==> config.mk <==
export PLATFORM = sky130hd
export DESIGN_NAME = divider_seq
export DESIGN_NICKNAME = d
export VERILOG_FILES = /design/src/rtl/div_pkg.sv /design/src/rtl/adder_rca.sv /design/src/rtl/divider_seq.sv
export SDC_FILE = /design/constraint.sdc
export NUM_CORES = 1
export LEC_CHECK = 0
export BUFFER_PORTS_ARGS = -buffer_cell sky130_fd_sc_hd__buf_2
export CAP_MARGIN = 0
export CORE_ASPECT_RATIO = 1.25
export CORE_MARGIN = 2
export CORE_UTILIZATION = 47
export DETAILED_ROUTE_END_ITERATION = 12
export PLACE_DENSITY = 0.73
export SKIP_CTS_REPAIR_TIMING = 1
export SLEW_MARGIN = 10
export SYNTH_ARGS = -nofsm -noshare
export SYNTH_HDL_FRONTEND = slang
export SYNTH_HIERARCHICAL = 1
export SYNTH_SLANG_ARGS = --single-unit
export TNS_END_PERCENT = 100
==> constraint.sdc <==
create_clock -name clk -period 8.43 [get_ports clk]
set_clock_uncertainty 0.05 [all_clocks]
set_input_delay 2.529 -clock clk [delete_from_list [all_inputs] [get_ports clk]]
set_output_delay 2.529 -clock clk [all_outputs]
set_load 0.01 [all_outputs]
==> src/rtl/div_pkg.sv <==
// Shared types and sizing helpers for the sequential restoring divider.
package div_pkg;

  typedef enum logic [1:0] {
    IDLE = 2'd0,
    CALC = 2'd1,
    DONE = 2'd2
  } div_state_t;

  localparam int DIV_WIDTH_DEFAULT = 8;

  // Iteration counter must be able to count up to the operand width.
  function automatic int cnt_width(input int w);
    return $clog2(w + 1);
  endfunction

endpackage

==> src/rtl/adder_rca.sv <==
// Ripple-carry adder used by the divider as a subtractor (b_i pre-inverted, cin_i=1).
module adder_rca #(
  parameter int WIDTH = 9
) (
  input  logic [WIDTH-1:0] a_i,
  input  logic [WIDTH-1:0] b_i,
  input  logic             cin_i,
  output logic [WIDTH-1:0] sum_o,
  output logic             cout_o
);

  logic [WIDTH:0] carry;

  always_comb begin
    carry    = '0;
    carry[0] = cin_i;
    sum_o    = '0;
    for (int i = 0; i < WIDTH; i++) begin
      sum_o[i]     = a_i[i] ^ b_i[i] ^ carry[i];
      carry[i+1]   = (a_i[i] & b_i[i]) | (carry[i] & (a_i[i] ^ b_i[i]));
    end
  end

  assign cout_o = carry[WIDTH];

endmodule

==> src/rtl/divider_seq.sv <==
// Sequential unsigned restoring divider, one quotient bit per clock.
// Optional DIV_BYZERO_EN: a zero divisor exits early with dbz set.
module divider_seq
  import div_pkg::*;
#(
  parameter int WIDTH = DIV_WIDTH_DEFAULT
) (
  input  logic             clk,
  input  logic             rst_b,
  input  logic             start,
  input  logic [WIDTH-1:0] dividend,
  input  logic [WIDTH-1:0] divisor,
  output logic             busy,
  output logic             done,
  output logic [WIDTH-1:0] quotient,
  output logic [WIDTH-1:0] remainder,
  output logic             dbz
);

  localparam int                CNT_W = cnt_width(WIDTH);
  localparam logic [CNT_W-1:0] LAST  = CNT_W'(WIDTH - 1);

  div_state_t       state_q, state_d;
  logic [WIDTH:0]   a_q, a_d, m_q, m_d;
  logic [WIDTH-1:0] q_q, q_d, quot_q, quot_d, rem_q, rem_d;
  logic [CNT_W-1:0] cnt_q, cnt_d;
  logic             dbz_q, dbz_d;

  logic [2*WIDTH:0] pair_sh;
  logic [WIDTH:0]   a_sh, sum, a_nxt;
  logic [WIDTH-1:0] q_sh, q_nxt;
  logic             cout, accept, dz_exit;

  assign pair_sh = {a_q, q_q} << 1;
  assign a_sh    = pair_sh[2*WIDTH:WIDTH];
  assign q_sh    = pair_sh[WIDTH-1:0];

  adder_rca #(.WIDTH(WIDTH + 1)) u_addsub (
    .a_i    (a_sh),
    .b_i    (~m_q),
    .cin_i  (1'b1),
    .sum_o  (sum),
    .cout_o (cout)
  );

  // Carry-out set means the shifted remainder covers the divisor: keep the difference.
  assign a_nxt  = cout ? sum : a_sh;
  assign q_nxt  = q_sh | {{(WIDTH-1){1'b0}}, cout};
  assign accept = start && (state_q != CALC);

`ifdef DIV_BYZERO_EN
  assign dz_exit = (m_q == '0);
`else
  assign dz_exit = 1'b0;
`endif

  always_ff @(posedge clk or negedge rst_b) begin
    if (!rst_b) state_q <= IDLE;
    else        state_q <= state_d;
  end

  always_comb begin
    state_d = state_q;
    case (state_q)
      IDLE:    if (start) state_d = CALC;
      CALC:    if (dz_exit || (cnt_q == LAST)) state_d = DONE;
      DONE:    state_d = start ? CALC : IDLE;
      default: state_d = IDLE;
    endcase
  end

  always_comb begin
    busy = (state_q == CALC);
    done = (state_q == DONE);
  end

  always_comb begin
    a_d    = a_q;
    q_d    = q_q;
    m_d    = m_q;
    cnt_d  = cnt_q;
    quot_d = quot_q;
    rem_d  = rem_q;
    dbz_d  = dbz_q;
    if (accept) begin
      a_d   = '0;
      q_d   = dividend;
      m_d   = {1'b0, divisor};
      cnt_d = '0;
      dbz_d = 1'b0;
    end else if (state_q == CALC) begin
      if (dz_exit) begin
        // Q still holds the unshifted dividend on the first CALC cycle.
        quot_d = '1;
        rem_d  = q_q;
        dbz_d  = 1'b1;
      end else begin
        a_d   = a_nxt;
        q_d   = q_nxt;
        cnt_d = cnt_q + CNT_W'(1);
        if (cnt_q == LAST) begin
          quot_d = q_nxt;
          rem_d  = a_nxt[WIDTH-1:0];
        end
      end
    end
  end

  always_ff @(posedge clk or negedge rst_b) begin
    if (!rst_b) begin
      a_q    <= '0;
      q_q    <= '0;
      m_q    <= '0;
      cnt_q  <= '0;
      quot_q <= '0;
      rem_q  <= '0;
      dbz_q  <= 1'b0;
    end else begin
      a_q    <= a_d;
      q_q    <= q_d;
      m_q    <= m_d;
      cnt_q  <= cnt_d;
      quot_q <= quot_d;
      rem_q  <= rem_d;
      dbz_q  <= dbz_d;
    end
  end

  assign quotient  = quot_q;
  assign remainder = rem_q;
  assign dbz       = dbz_q;

endmodule

# == Word level (Yosys, flattened, before mapping) ==
# Cells that the tools add are included.
# word_totals
ff_bits,46
word_cells,76
# classes
n_eq_ne,6
n_addsub,1
reduce_logical,5
bitwise_logic,46
n_mux,11
# op_table
operator,n
$mux W8,5
$and A1 B1 Y1,17
$xor A1 B1 Y1,16
$not A8 Y9,1
$or A1 B1 Y1,9
$mux W4,2
$or A8 B1 Y8,1
$pmux W2 S3,1
$add A4 B1 Y4 const B,1
$eq A4 B3 Y1 const B,1
$mux W2,2
$ne A2 B1 Y1 const B,2
$reduce_and A3 Y1,1
$eq A2 B1 Y1 const B,1
$eq A2 B2 Y1 const B,1
$logic_not A2 Y1,1
$ne A2 B2 Y1 const B,1
$not A1 Y1,2
$reduce_and A2 Y1,1
$reduce_bool A2 Y1,1
$logic_and A1 B1 Y1,1
$mux W1,1

# == Longest topological paths before layout ==
# Gate-level depths: netlist of the first run.
# depth
depth_word,22
mapped_depth,17
ltp_nobuf,16

# == Hierarchy ==
# Netlist of the first run, hierarchy kept.
# by_module_without_submodules
module,area_per_inst_um2,cells_each,seq_area_each_um2,instances
divider_seq,1985.7,168,1151.1,1
adder_rca,217.7,19,0.0,1

# == Worst setup path before layout of the first run ==
# Ideal clock, no wire load.
# synth_timing
kind,reg-to-reg
startpoint,reg q_q[7]
endpoint,"reg quot_q[0], in the netlist quotient[0]"
required_ns,8.255
synth_period_minus_slack_ns,4.267
path_stages_with_launch,16
setup_slack_ns,4.163
setup_ns,0.125
arrival_ns,4.092
path_cell_list,dfrtp_1 > fa_1 > inv_1 > fa_1 > inv_1 > fa_1 > fa_1 > fa_1 > fa_1 > fa_1 > fa_1 > inv_1 > fa_1 > inv_1 > clkbuf_1 > mux2_2
# synth_between
elab_chain_len,19
# synth_rtl
item,line,rtl
from (decl),divider_seq.sv:25,"logic [WIDTH-1:0] q_q, q_d, quot_q, quot_d, rem_q, rem_d;"
from (signal assigned),divider_seq.sv:120,q_q <= q_d;
$and A1 B1 Y1 or $xor A1 B1 Y1 (tied branches),adder_rca.sv:20,carry[i+1] = (a_i[i] & b_i[i]) | (carry[i] & (a_i[i] ^ b_i[i]));
$or A1 B1 Y1 (*),adder_rca.sv:20,
$and A1 B1 Y1 (*),adder_rca.sv:20,
$or A1 B1 Y1 (*),adder_rca.sv:20,
$and A1 B1 Y1 (*),adder_rca.sv:20,
$or A1 B1 Y1 (*),adder_rca.sv:20,
$and A1 B1 Y1 (*),adder_rca.sv:20,
$or A1 B1 Y1 (*),adder_rca.sv:20,
[4 not listed],n/a,
$and A1 B1 Y1 (*),adder_rca.sv:20,
$or A1 B1 Y1 (*),adder_rca.sv:20,
$and A1 B1 Y1 (*),adder_rca.sv:20,
$or A1 B1 Y1 (*),adder_rca.sv:20,
$and A1 B1 Y1 (*),adder_rca.sv:20,
$or A1 B1 Y1 (*),adder_rca.sv:20,
via cout,divider_seq.sv:32,"logic cout, accept, dz_exit;"
$or A8 B1 Y8 (*),divider_seq.sv:48,"assign q_nxt = q_sh | {{(WIDTH-1){1'b0}}, cout};"
to (signal assigned),divider_seq.sv:123,quot_q <= quot_d;
to (decl),divider_seq.sv:25,
# Mark *: on every way through the listed nets, which the timed path passes. The rest lies on a longest branch.
# A chain may end at the register's enable or synchronous reset.

# == Worst setup path in the final report of the first run ==
# layout_timing
startpoint,reg state_q[0]
endpoint,out busy
# layout_between
elab_chain_len,1
# layout_rtl
item,line,rtl
from (decl),divider_seq.sv:23,"div_state_t state_q, state_d;"
from (signal assigned),divider_seq.sv:59,else state_q <= state_d;
$eq A2 B1 Y1,divider_seq.sv:73,busy = (state_q == CALC);
to (decl),divider_seq.sv:13,"output logic busy,"
# Every way passes these cells.

==> out/metrics.cfg, run 1 <==
[timing]
timing_hold_violations_final=0
setup_viol_count_final=0
rsz0062_at_grt=false
finalWorstSetupSlack_ns=3.78
timing.setup.tns_ns=0
report.final.slew_viol_count=0
final.period_utilization_pct=55.2
worstMarginPinSlew_ns=1.01
max_freq_ghz=0.215
maxSlewHeadroom_pct=32.7
fin_crit_ns=4.65

[grt]
grt_antenna_before_repair=0
maximum_number_of_pins_on_one_net_before_global_route_repair=47
grt_usage_pct=16.3
grt.overflow.total=0
grt_first_pass_wirelength_um=6500
grt_pass1_vias=1381

[place]
detailedPlacementHpwl_um=2710
gp_congestion=0.753
dpl_worst_slack_ns=3.94
buffer_ports.inserted=36

[pwr]
comb_power_share_pct=43.3
power.total_w=0.000934
power.ir.vdd_worst_uv=204
power_leakage_nw=1.22
cellInternalPower_w=0.000574
p_per_area_nw_per_um2=377
power.switching_fraction_pct=38.5
total_switching_power_w=0.000360
power.share.sequential_pct=42.5
power.clock.fraction_pct=14.2

[route]
ant_nets=0
dr_total_vias=1401
drt_first_iter_violations=66
dr.pass1.iters=4
remaining_drc_errors=0
drt-wirelength-per-cell_um=13.6
drt-vias-per-instance=5.06
drt_wl_total_um=3770

[cts]
cts_max_level=2
cts_made_buffers=5
cts.clk_slew.worst_paths_ns=0.08
clock_sinks=46
clockBufferDepth=2
ctsRootBufferMaster=sky130_fd_sc_hd__clkbuf_8
tritoncts=yes
worst_skew_pair.late_latency_ns=0.30

[cells_and_area]
nNetsFinal=249
fraction_of_final_layout_cells_sized_beyond_drive_strength_1_pct=26.9
n_antenna_cell=0
utilization_pct=55.6
area_growth_pct=12.6
fill_cells=421

[run]
cap_violations=0

[yosys]
syn_inst=186
ys.warnings.count=6
netlist_area_um2=2200
post_synth.cell_area_avg_um2=11.8

[floorplanning]
top_level_ports=38
coreArea_um2=4460
die_width_um=65.2
die_boundary_height_um=80.5
floorplan.die_area_um2=5250
core.rowCount=27
floorplan.initialDensity_pct=49.3

[critical_path]
flop2flop_setup_slack_ns=3.93
critical_setup_path_class=flop to output pin
timing.critical_path.fanout_max=24
setup.worst_path.start_class=flop
crit_required_ns=5.85
worst_setup_path_end_kind=output pin
worstPathArrival_ns=2.07

[status]
status=finished, final reports clean

[worst_hold_path]
hp-class=flop to flop

[registers in the layout, summed over array words and instances (netlist names)]
register,count
a_q,8
m_q,8
q_q,8
quotient,8
remainder,8
cnt_q,4
state_q,2
[critical path: stages, from the launching register on]
cell,delay [ns]
sky130_fd_sc_hd__dfrtp_1,0.40
sky130_fd_sc_hd__nand2b_1,0.61
sky130_fd_sc_hd__inv_1,0.49
sky130_fd_sc_hd__buf_2,0.27
[worst paths after layout]
path / depth (start not counted) / startpoint / to
worst min-delay path: 1 / quotient[5] / quotient[5]
worst max register to register: 15 / q_q[7] / a_q[2]
worst min register to register: 1 / quotient[5] / quotient[5]
max in group asynchronous: 1 / rst_b / remainder[5]
min in group asynchronous: 1 / rst_b / quotient[5]
worst max-delay path: 3 / state_q[0] / busy
[cells in the final DEF, fill, tap and decap left out]
cell type	count
sky130_fd_sc_hd__nor2b_1	1
sky130_fd_sc_hd__mux2i_1	25
sky130_fd_sc_hd__dfrtp_1	46
sky130_fd_sc_hd__xor2_1	1
sky130_fd_sc_hd__fa_1	9
sky130_fd_sc_hd__o21ai_0	21
sky130_fd_sc_hd__ha_1	1
sky130_fd_sc_hd__conb_1	3
sky130_fd_sc_hd__inv_1	27
sky130_fd_sc_hd__clkbuf_8	6
sky130_fd_sc_hd__nand2b_1	1
sky130_fd_sc_hd__nand3_1	12
sky130_fd_sc_hd__buf_2	36
sky130_fd_sc_hd__nor3_4	1
sky130_fd_sc_hd__mux2_2	15
sky130_fd_sc_hd__nand2_1	13
sky130_fd_sc_hd__mux2_4	1
[cell type report]
type / count / area [um2] / share of cell area, %
sequential: 46 / 1150 / 46.5
tap: 58 / 72.6 / 2.93
clock buffer: 6 / 82.6 / 3.33
timing repair buffer: 36 / 180 / 7.27
inverter: 27 / 101 / 4.09
multi-input combinational: 104 / 890 / 35.9
[power groups by stage]
stage	sequential (W)	combinational, W	clock, W
2_1_floorplan	0.000407	0.000288	0
3_3_place_gp	0.000398	0.000393	0
3_5_place_dp	0.000403	0.000418	0
4_1_cts	0.000399	0.000417	0.000137
5_1_grt	0.000412	0.000465	0.000144
6_report	0.000397	0.000405	0.000133
[stage by stage]
step | instances | hold slack, ns | instance area, um2
finish | 277 | 0.456 | 2480
global route | 277 | 0.477 | 2480
CTS | 277 | 0.465 | 2480
detailed placement | 271 | 0.447 | 2390
global placement | 271 | 0.434 | 2390
floorplan | 187 | 0.411 | 2200
[metal layers]
layer / share of wire [%] / GRT usage, % / vias to the layer above
met3: 4.8 / 3.78 / 6
met4: 1.5 / 5.00 / 0
met5: 0 / 0 / -
met2: 50 / 26.7 / 35
li1: - / - / 663
met1: 44 / 21.3 / 697
Power figures use the tool's default switching activity.
==> inputs of run 2 (changes only) <==
==> constraint.sdc (replaced) <==
create_clock -name clk -period 4.77 [get_ports clk]
set_clock_uncertainty 0.05 [all_clocks]
set_input_delay 1.431 -clock clk [delete_from_list [all_inputs] [get_ports clk]]
set_output_delay 1.431 -clock clk [all_outputs]
set_load 0.01 [all_outputs]
==> run 2 against run 1 <==
  * Non-clock buffer count is the same
  * Final cell count up 0.36%
  * Register-to-register slack worse by 3.6 ns
  * Combinational power is 75% higher
  * Core utilization decreased by 0.14 points
  * Largest cell class unchanged
==> out/metrics.cfg, run 2 (synthesis gave the netlist of run 1 again) <==
[floorplanning]
die_boundary_height_um=80.5  ; unchanged
top_level_ports=38  ; unchanged
coreArea_um2=4460  ; unchanged
die_width_um=65.2  ; unchanged
floorplan.die_area_um2=5250  ; unchanged
core.rowCount=27  ; unchanged
floorplan.initialDensity_pct=49.3  ; unchanged

[critical_path]
worst_setup_path_end_kind=flop
timing.rr.start=q_q[7]
timing.critical_path.fanout_max=10  ; -58%
worstPathArrival_ns=4.55  ; +2.48 ns
crit_required_ns=4.85  ; -1.00 ns
worstRegToRegCells=15  ; unchanged
setup.worst_path.start_class=flop
critical_setup_path_class=flop to flop
flop2flop_setup_slack_ns=0.30  ; -3.63 ns
reg2reg_to=a_q[2]

[cells_and_area]
fraction_of_final_layout_cells_sized_beyond_drive_strength_1_pct=26.4  ; -0.58 points
nNetsFinal=249  ; unchanged
utilization_pct=55.4  ; -0.14 points
area_growth_pct=12.3
ff_latch_area_um2=1150  ; unchanged
multi_input_area_um2=890  ; unchanged
layout.cell_area.non_filler_um2=2470  ; -0.25%
leading_cell_type_in_the_layout_fill_and_taps_excluded=sky130_fd_sc_hd__dfrtp_1
most-common-layout-cells=46 x sky130_fd_sc_hd__dfrtp_1, 36 x sky130_fd_sc_hd__buf_2, 27 x sky130_fd_sc_hd__inv_1
fill_cells=414  ; -1.7%
n_antenna_cell=0  ; unchanged

[grt]
grt_usage_pct=16.1  ; -0.13 points
grt_antenna_before_repair=0  ; unchanged
grt_first_pass_wirelength_um=6330  ; -2.5%
grt_pass1_vias=1368  ; -0.94%
maximum_number_of_pins_on_one_net_before_global_route_repair=47  ; unchanged
grt.overflow.total=0  ; unchanged

[route]
routed-wl-met2_um=1850  ; -1.6%
drt-vias-per-instance=4.93  ; -2.6%
route.met3.wl_um=145  ; -19%
drt-wirelength-per-cell_um=13.3  ; -2.5%
drt_wl_total_um=3690  ; -2.1%
top_routing_layer_used=met4
drt_first_iter_violations=100  ; +52%
remaining_drc_errors=0  ; unchanged
ant_nets=0  ; unchanged
dr.pass1.iters=3  ; -1
dr_total_vias=1370  ; -2.2%
wl_met1_um=1640  ; -1.1%

[place]
detailedPlacementHpwl_um=2590  ; -4.5%
buffer_ports.inserted=36  ; unchanged
gp_congestion=0.752  ; about the same
placed_area_um2=2390  ; unchanged

[worst_hold_path]
endpoint_worst_hold=quotient[5]
worst_hold_path.num_cells=1  ; unchanged
hold_path_startpoint=quotient[5]
hp-class=flop to flop

[pwr]
cellInternalPower_w=0.00100  ; +74%
comb_power_share_pct=43.5  ; +0.2 points
power.ir.vdd_worst_uv=275  ; +34%
power.clock.fraction_pct=13.6  ; -0.6 points
power.share.sequential_pct=42.9  ; +0.4 points
p_per_area_nw_per_um2=659  ; +75%
power.switching_fraction_pct=38.6  ; +0.076 points
power_leakage_nw=1.21  ; -0.40%
power.total_w=0.00163  ; +74%
total_switching_power_w=0.000629  ; +75%

[timing]
report.final.slew_viol_count=0  ; unchanged
fin_crit_ns=4.47
maxSlewHeadroom_pct=33.5  ; +0.73 points
setup_viol_count_final=0  ; unchanged
max_freq_ghz=0.224
timing_hold_violations_final=0  ; unchanged
rsz0062_at_grt=false
whs_ns=0.458  ; +0.00165 ns
timing.setup.tns_ns=0  ; unchanged
final.period_utilization_pct=93.8
worstMarginPinSlew_ns=0.998  ; -0.0110 ns

[cts]
clock_sinks=46  ; unchanged
cts_made_buffers=5  ; unchanged
cts.clk_slew.worst_paths_ns=0.08  ; about the same
tritoncts=yes
cts_max_level=2  ; unchanged
ctsRootBufferMaster=sky130_fd_sc_hd__clkbuf_8
worst_skew_pair.late_latency_ns=0.29  ; about the same
clockBufferDepth=2  ; unchanged

[status]
status=finished, final reports clean

[run]
cap_violations=0  ; unchanged

run 2: cell types whose count changed in the layout (fill, tap and decap cells not counted):
cell | previous run | this run
sky130_fd_sc_hd__clkbuf_8 | 6 | 5
sky130_fd_sc_hd__clkbuf_1 | 0 | 2
run 2: layout make-up:
type / instances / share of cell area [%]
Timing Repair Buffer: 36 / 7.29
Tap cell: 58 / 2.94
Clock buffer: 7 / 3.09
Inverter: 27 / 4.10
Sequential cell: 46 / 46.6
Multi-Input combinational cell: 104 / 36.0
run 2: layer usage:
| layer | track usage (%) | vias up |
|---|---|---|
| met5 | 0 | - |
| met4 | 6.25 | 0 |
| met3 | 3.78 | 7 |
| met2 | 27.4 | 31 |
| met1 | 19.7 | 669 |
| li1 | - | 663 |
run 2: critical path, cell delays in order (launching register included):
cell,delay (ns)
sky130_fd_sc_hd__dfrtp_1,0.41
sky130_fd_sc_hd__fa_1,0.41
sky130_fd_sc_hd__inv_1,0.07
sky130_fd_sc_hd__fa_1,0.15
sky130_fd_sc_hd__inv_1,0.05
sky130_fd_sc_hd__fa_1,0.37
sky130_fd_sc_hd__fa_1,0.39
sky130_fd_sc_hd__fa_1,0.40
sky130_fd_sc_hd__fa_1,0.39
sky130_fd_sc_hd__fa_1,0.40
sky130_fd_sc_hd__fa_1,0.38
sky130_fd_sc_hd__inv_1,0.08
sky130_fd_sc_hd__fa_1,0.15
sky130_fd_sc_hd__inv_1,0.20
sky130_fd_sc_hd__mux2i_1,0.28
sky130_fd_sc_hd__o21ai_0,0.12
run 2: per-stage QoR:
stage | cells | worst slack (ns)
after global routing | 278 | 0.0764
after global placement | 271 | 0.388
after floorplan | 187 | 0.503
final | 278 | 0.298
after detailed placement | 271 | 0.314
after CTS | 278 | 0.273
run 2: worst max path at each step:
stage / startpoint / end / slack, ns / depth (start not counted)
final: q_q[7] / a_q[2] / 0.30 / 15
after global routing: q_q[7] / a_q[2] / 0.08 / 15
after CTS: q_q[7] / a_q[2] / 0.27 / 15
after detailed placement: q_q[7] / a_q[2] / 0.31 / 15
after global placement: q_q[7] / remainder[2] / 0.39 / 15
after floorplan: q_q[7] / quotient[0] / 0.50 / 15
run 2: power groups by stage:
stage               clock network (W)  registers, W  logic, W
floorplan                           0      0.000719  0.000509
global placement                    0      0.000703  0.000695
detailed placement                  0      0.000709  0.000726
CTS                          0.000230      0.000702  0.000727
global route                 0.000244      0.000724  0.000816
finish                       0.000221      0.000699  0.000709
==> inputs of run 3 (changes only) <==
--- a/config.mk
+++ b/config.mk
@@ -5,6 +5,7 @@
 export SDC_FILE = /design/constraint.sdc
 export NUM_CORES = 1
 export LEC_CHECK = 0
+export ABC_AREA = 1
 export BUFFER_PORTS_ARGS = -buffer_cell sky130_fd_sc_hd__buf_2
 export CAP_MARGIN = 0
 export CORE_ASPECT_RATIO = 1.25
==> run 3 against run 2 <==
  * Combinational power rose by 5.4%
  * Non-clock buffer count did not move
  * Critical path depth rose by 1
  * Clock power rose by 10%
  * Clock-buffer cell count did not move
  * Register-to-register slack got worse by 0.03 ns
  * Final cell count rose by 25%
  * Critical endpoint is now a_q[5]
  * Largest power group unchanged
  * Highest routed layer unchanged
==> out/metrics.cfg, run 3 <==
[route]
drt_wl_total_um=4110  ; +11%
wl_met1_um=1800  ; +10%
drt-vias-per-instance=4.86  ; -1.5%
drt_first_iter_violations=88  ; -12%
drt-wirelength-per-cell_um=11.8  ; -11%
top_routing_layer_used=met4
routed-wl-met2_um=2090  ; +13%
remaining_drc_errors=0  ; unchanged
route.met3.wl_um=164  ; +13%
dr.pass1.iters=4  ; +1
ant_nets=0  ; unchanged
dr_total_vias=1690  ; +23%

[timing]
worstMarginPinSlew_ns=1.01  ; +0.0167 ns
maxSlewHeadroom_pct=32.3  ; -1.1 points
max_freq_ghz=0.222  ; -0.60%
final.period_utilization_pct=94.3  ; +0.56 points
setup_viol_count_final=0  ; unchanged
fin_crit_ns=4.50  ; +0.0269 ns
timing.setup.tns_ns=0  ; unchanged
timing_hold_violations_final=0  ; unchanged
rsz0062_at_grt=false
report.final.slew_viol_count=0  ; unchanged

[grt]
grt_pass1_vias=1658  ; +21%
maximum_number_of_pins_on_one_net_before_global_route_repair=47  ; unchanged
grt_usage_pct=18.6  ; +2.5 points
grt_first_pass_wirelength_um=7330  ; +16%
grt.overflow.total=0  ; unchanged
grt_antenna_before_repair=0  ; unchanged

[cells_and_area]
nNetsFinal=318  ; +28%
leading_cell_type_in_the_layout_fill_and_taps_excluded=sky130_fd_sc_hd__nand2_1
n_antenna_cell=0  ; unchanged
most-common-layout-cells=101 x sky130_fd_sc_hd__nand2_1, 46 x sky130_fd_sc_hd__dfrtp_1, 36 x sky130_fd_sc_hd__buf_2
area_growth_pct=13.3
fraction_of_final_layout_cells_sized_beyond_drive_strength_1_pct=17.6  ; -8.8 points

[cts]
cts_made_buffers=5  ; unchanged
worst_skew_pair.late_latency_ns=0.30  ; about the same
ctsRootBufferMaster=sky130_fd_sc_hd__clkbuf_8
clock_sinks=46  ; unchanged
cts.clk_slew.worst_paths_ns=0.09  ; about the same
tritoncts=yes
cts_max_level=2  ; unchanged
clockBufferDepth=2  ; unchanged

[yosys]
netlist_area_um2=2200  ; -0.17%
ys.warnings.count=6  ; unchanged
syn_inst=254  ; +37%
post_synth.cell_area_avg_um2=8.65  ; -27%

[critical_path]
timing.critical_path.fanout_max=17  ; +7
crit_path_cell_trace=fa_1, inv_1, fa_1, inv_1, fa_1, fa_1, fa_1, fa_1, fa_1, fa_1, inv_1, fa_1, inv_1, o21ai_0, nand2_1, o21ai_1
crit_required_ns=4.94  ; +0.09 ns
worstPathArrival_ns=4.67  ; +0.12 ns
critPathTopFamily=adder cells
setup.worst_path.start_class=flop
worst_setup_path_end_kind=flop
critical_setup_path_class=flop to flop
critical_path_buf_inv_count=4  ; unchanged
critPathMaxStageDelay_ns=0.43  ; +0.02 ns
crit_slowest_cell=sky130_fd_sc_hd__dfrtp_1
path_common_cell=sky130_fd_sc_hd__fa_1

[floorplanning]
top_level_ports=38  ; unchanged
die_boundary_height_um=80.4  ; about the same
coreArea_um2=4460  ; unchanged
floorplan.initialDensity_pct=49.2  ; -0.084 points
die_width_um=65.1  ; about the same
core.rowCount=27  ; unchanged
floorplan.die_area_um2=5240  ; -0.17%

[pwr]
power_leakage_nw=1.35  ; +11%
power.ir.vdd_worst_uv=324  ; +18%
power.total_w=0.00166  ; +1.6%
p_per_area_nw_per_um2=665  ; +0.93%

[place]
buffer_ports.inserted=36  ; unchanged
detailedPlacementHpwl_um=2940  ; +14%
gp_congestion=0.855  ; +14%

[run]
cap_violations=0  ; unchanged

[status]
status=finished, final reports clean

[worst_hold_path]
hp-class=flop to flop

-- run 3: cell types whose count changed in the layout (fill, tap and decap cells not counted), moves of 5 or more --
cell	change
sky130_fd_sc_hd__o21ai_0	-13
sky130_fd_sc_hd__mux2_2	-15
sky130_fd_sc_hd__o21ai_1	+18
sky130_fd_sc_hd__nand3_1	+5
sky130_fd_sc_hd__mux2i_1	-25
sky130_fd_sc_hd__nand2_1	+88
-- run 3: stage by stage --
step | util [%] | setup slack [ns] | hold slack [ns] | std cells | cell area [um2]
after global routing | 55.8 | 0.00385 | 0.451 | 348 | 2490
after floorplan | - | 0.583 | 0.392 | 255 | 2200
after CTS | 55.8 | 0.271 | 0.432 | 348 | 2490
after global placement | 53.7 | 0.351 | 0.409 | 340 | 2400
after detailed placement | 53.7 | 0.288 | 0.410 | 340 | 2400
final | 55.8 | 0.271 | 0.427 | 348 | 2490
-- run 3: report_power, final --
| group | leakage [nW] | internal (W) | switching (W) |
|---|---|---|---|
| Combinational | 0.720 | 0.000276 | 0.000471 |
| Sequential | 0.581 | 0.000564 | 0.000101 |
| Clock | 0.0482 | 0.000117 | 0.000127 |
| Total | 1.35 | 0.000956 | 0.000699 |
-- run 3: per-layer routing --
metal	global-route usage [%]	up-vias
li1	-	840
met1	22.9	809
met2	31.4	34
met3	4.76	7
met4	7.08	0
met5	0	-
-- run 3: worst paths after layout --
kind / startpoint / end / slack [ns] / cells past startpoint
worst min-delay path: remainder[6] / remainder[6] / 0.43 / 2
worst max register to register: q_q[7] / a_q[5] / 0.27 / 16
worst max-delay path: q_q[7] / a_q[5] / 0.27 / 16
min in group asynchronous: rst_b / m_q[1] / 1.24 / 1
max in group asynchronous: rst_b / a_q[5] / 2.80 / 1
worst min register to register: remainder[6] / remainder[6] / 0.43 / 2
-- run 3: worst reg2reg max path: cells and delay by family, from the launching register on --
family | cells | cell delay, ns
flip-flops | 1 | 0.43
AND/OR/NAND/NOR | 1 | 0.08
buffers and inverters | 4 | 0.40
AO/OA/AOI/OAI | 2 | 0.45
adder cells (fa/ha/maj) | 9 | 3.00
-- run 3: layout make-up --
type                            count  area, um2
Clock buffer                        7       86.3
Clock inverter                      1       5.00
Fill cell                         447       1970
Inverter                           34        129
Multi-Input combinational cell    166        863
Sequential cell                    46       1150
Tap cell                           58       72.6
Timing Repair Buffer               36        180
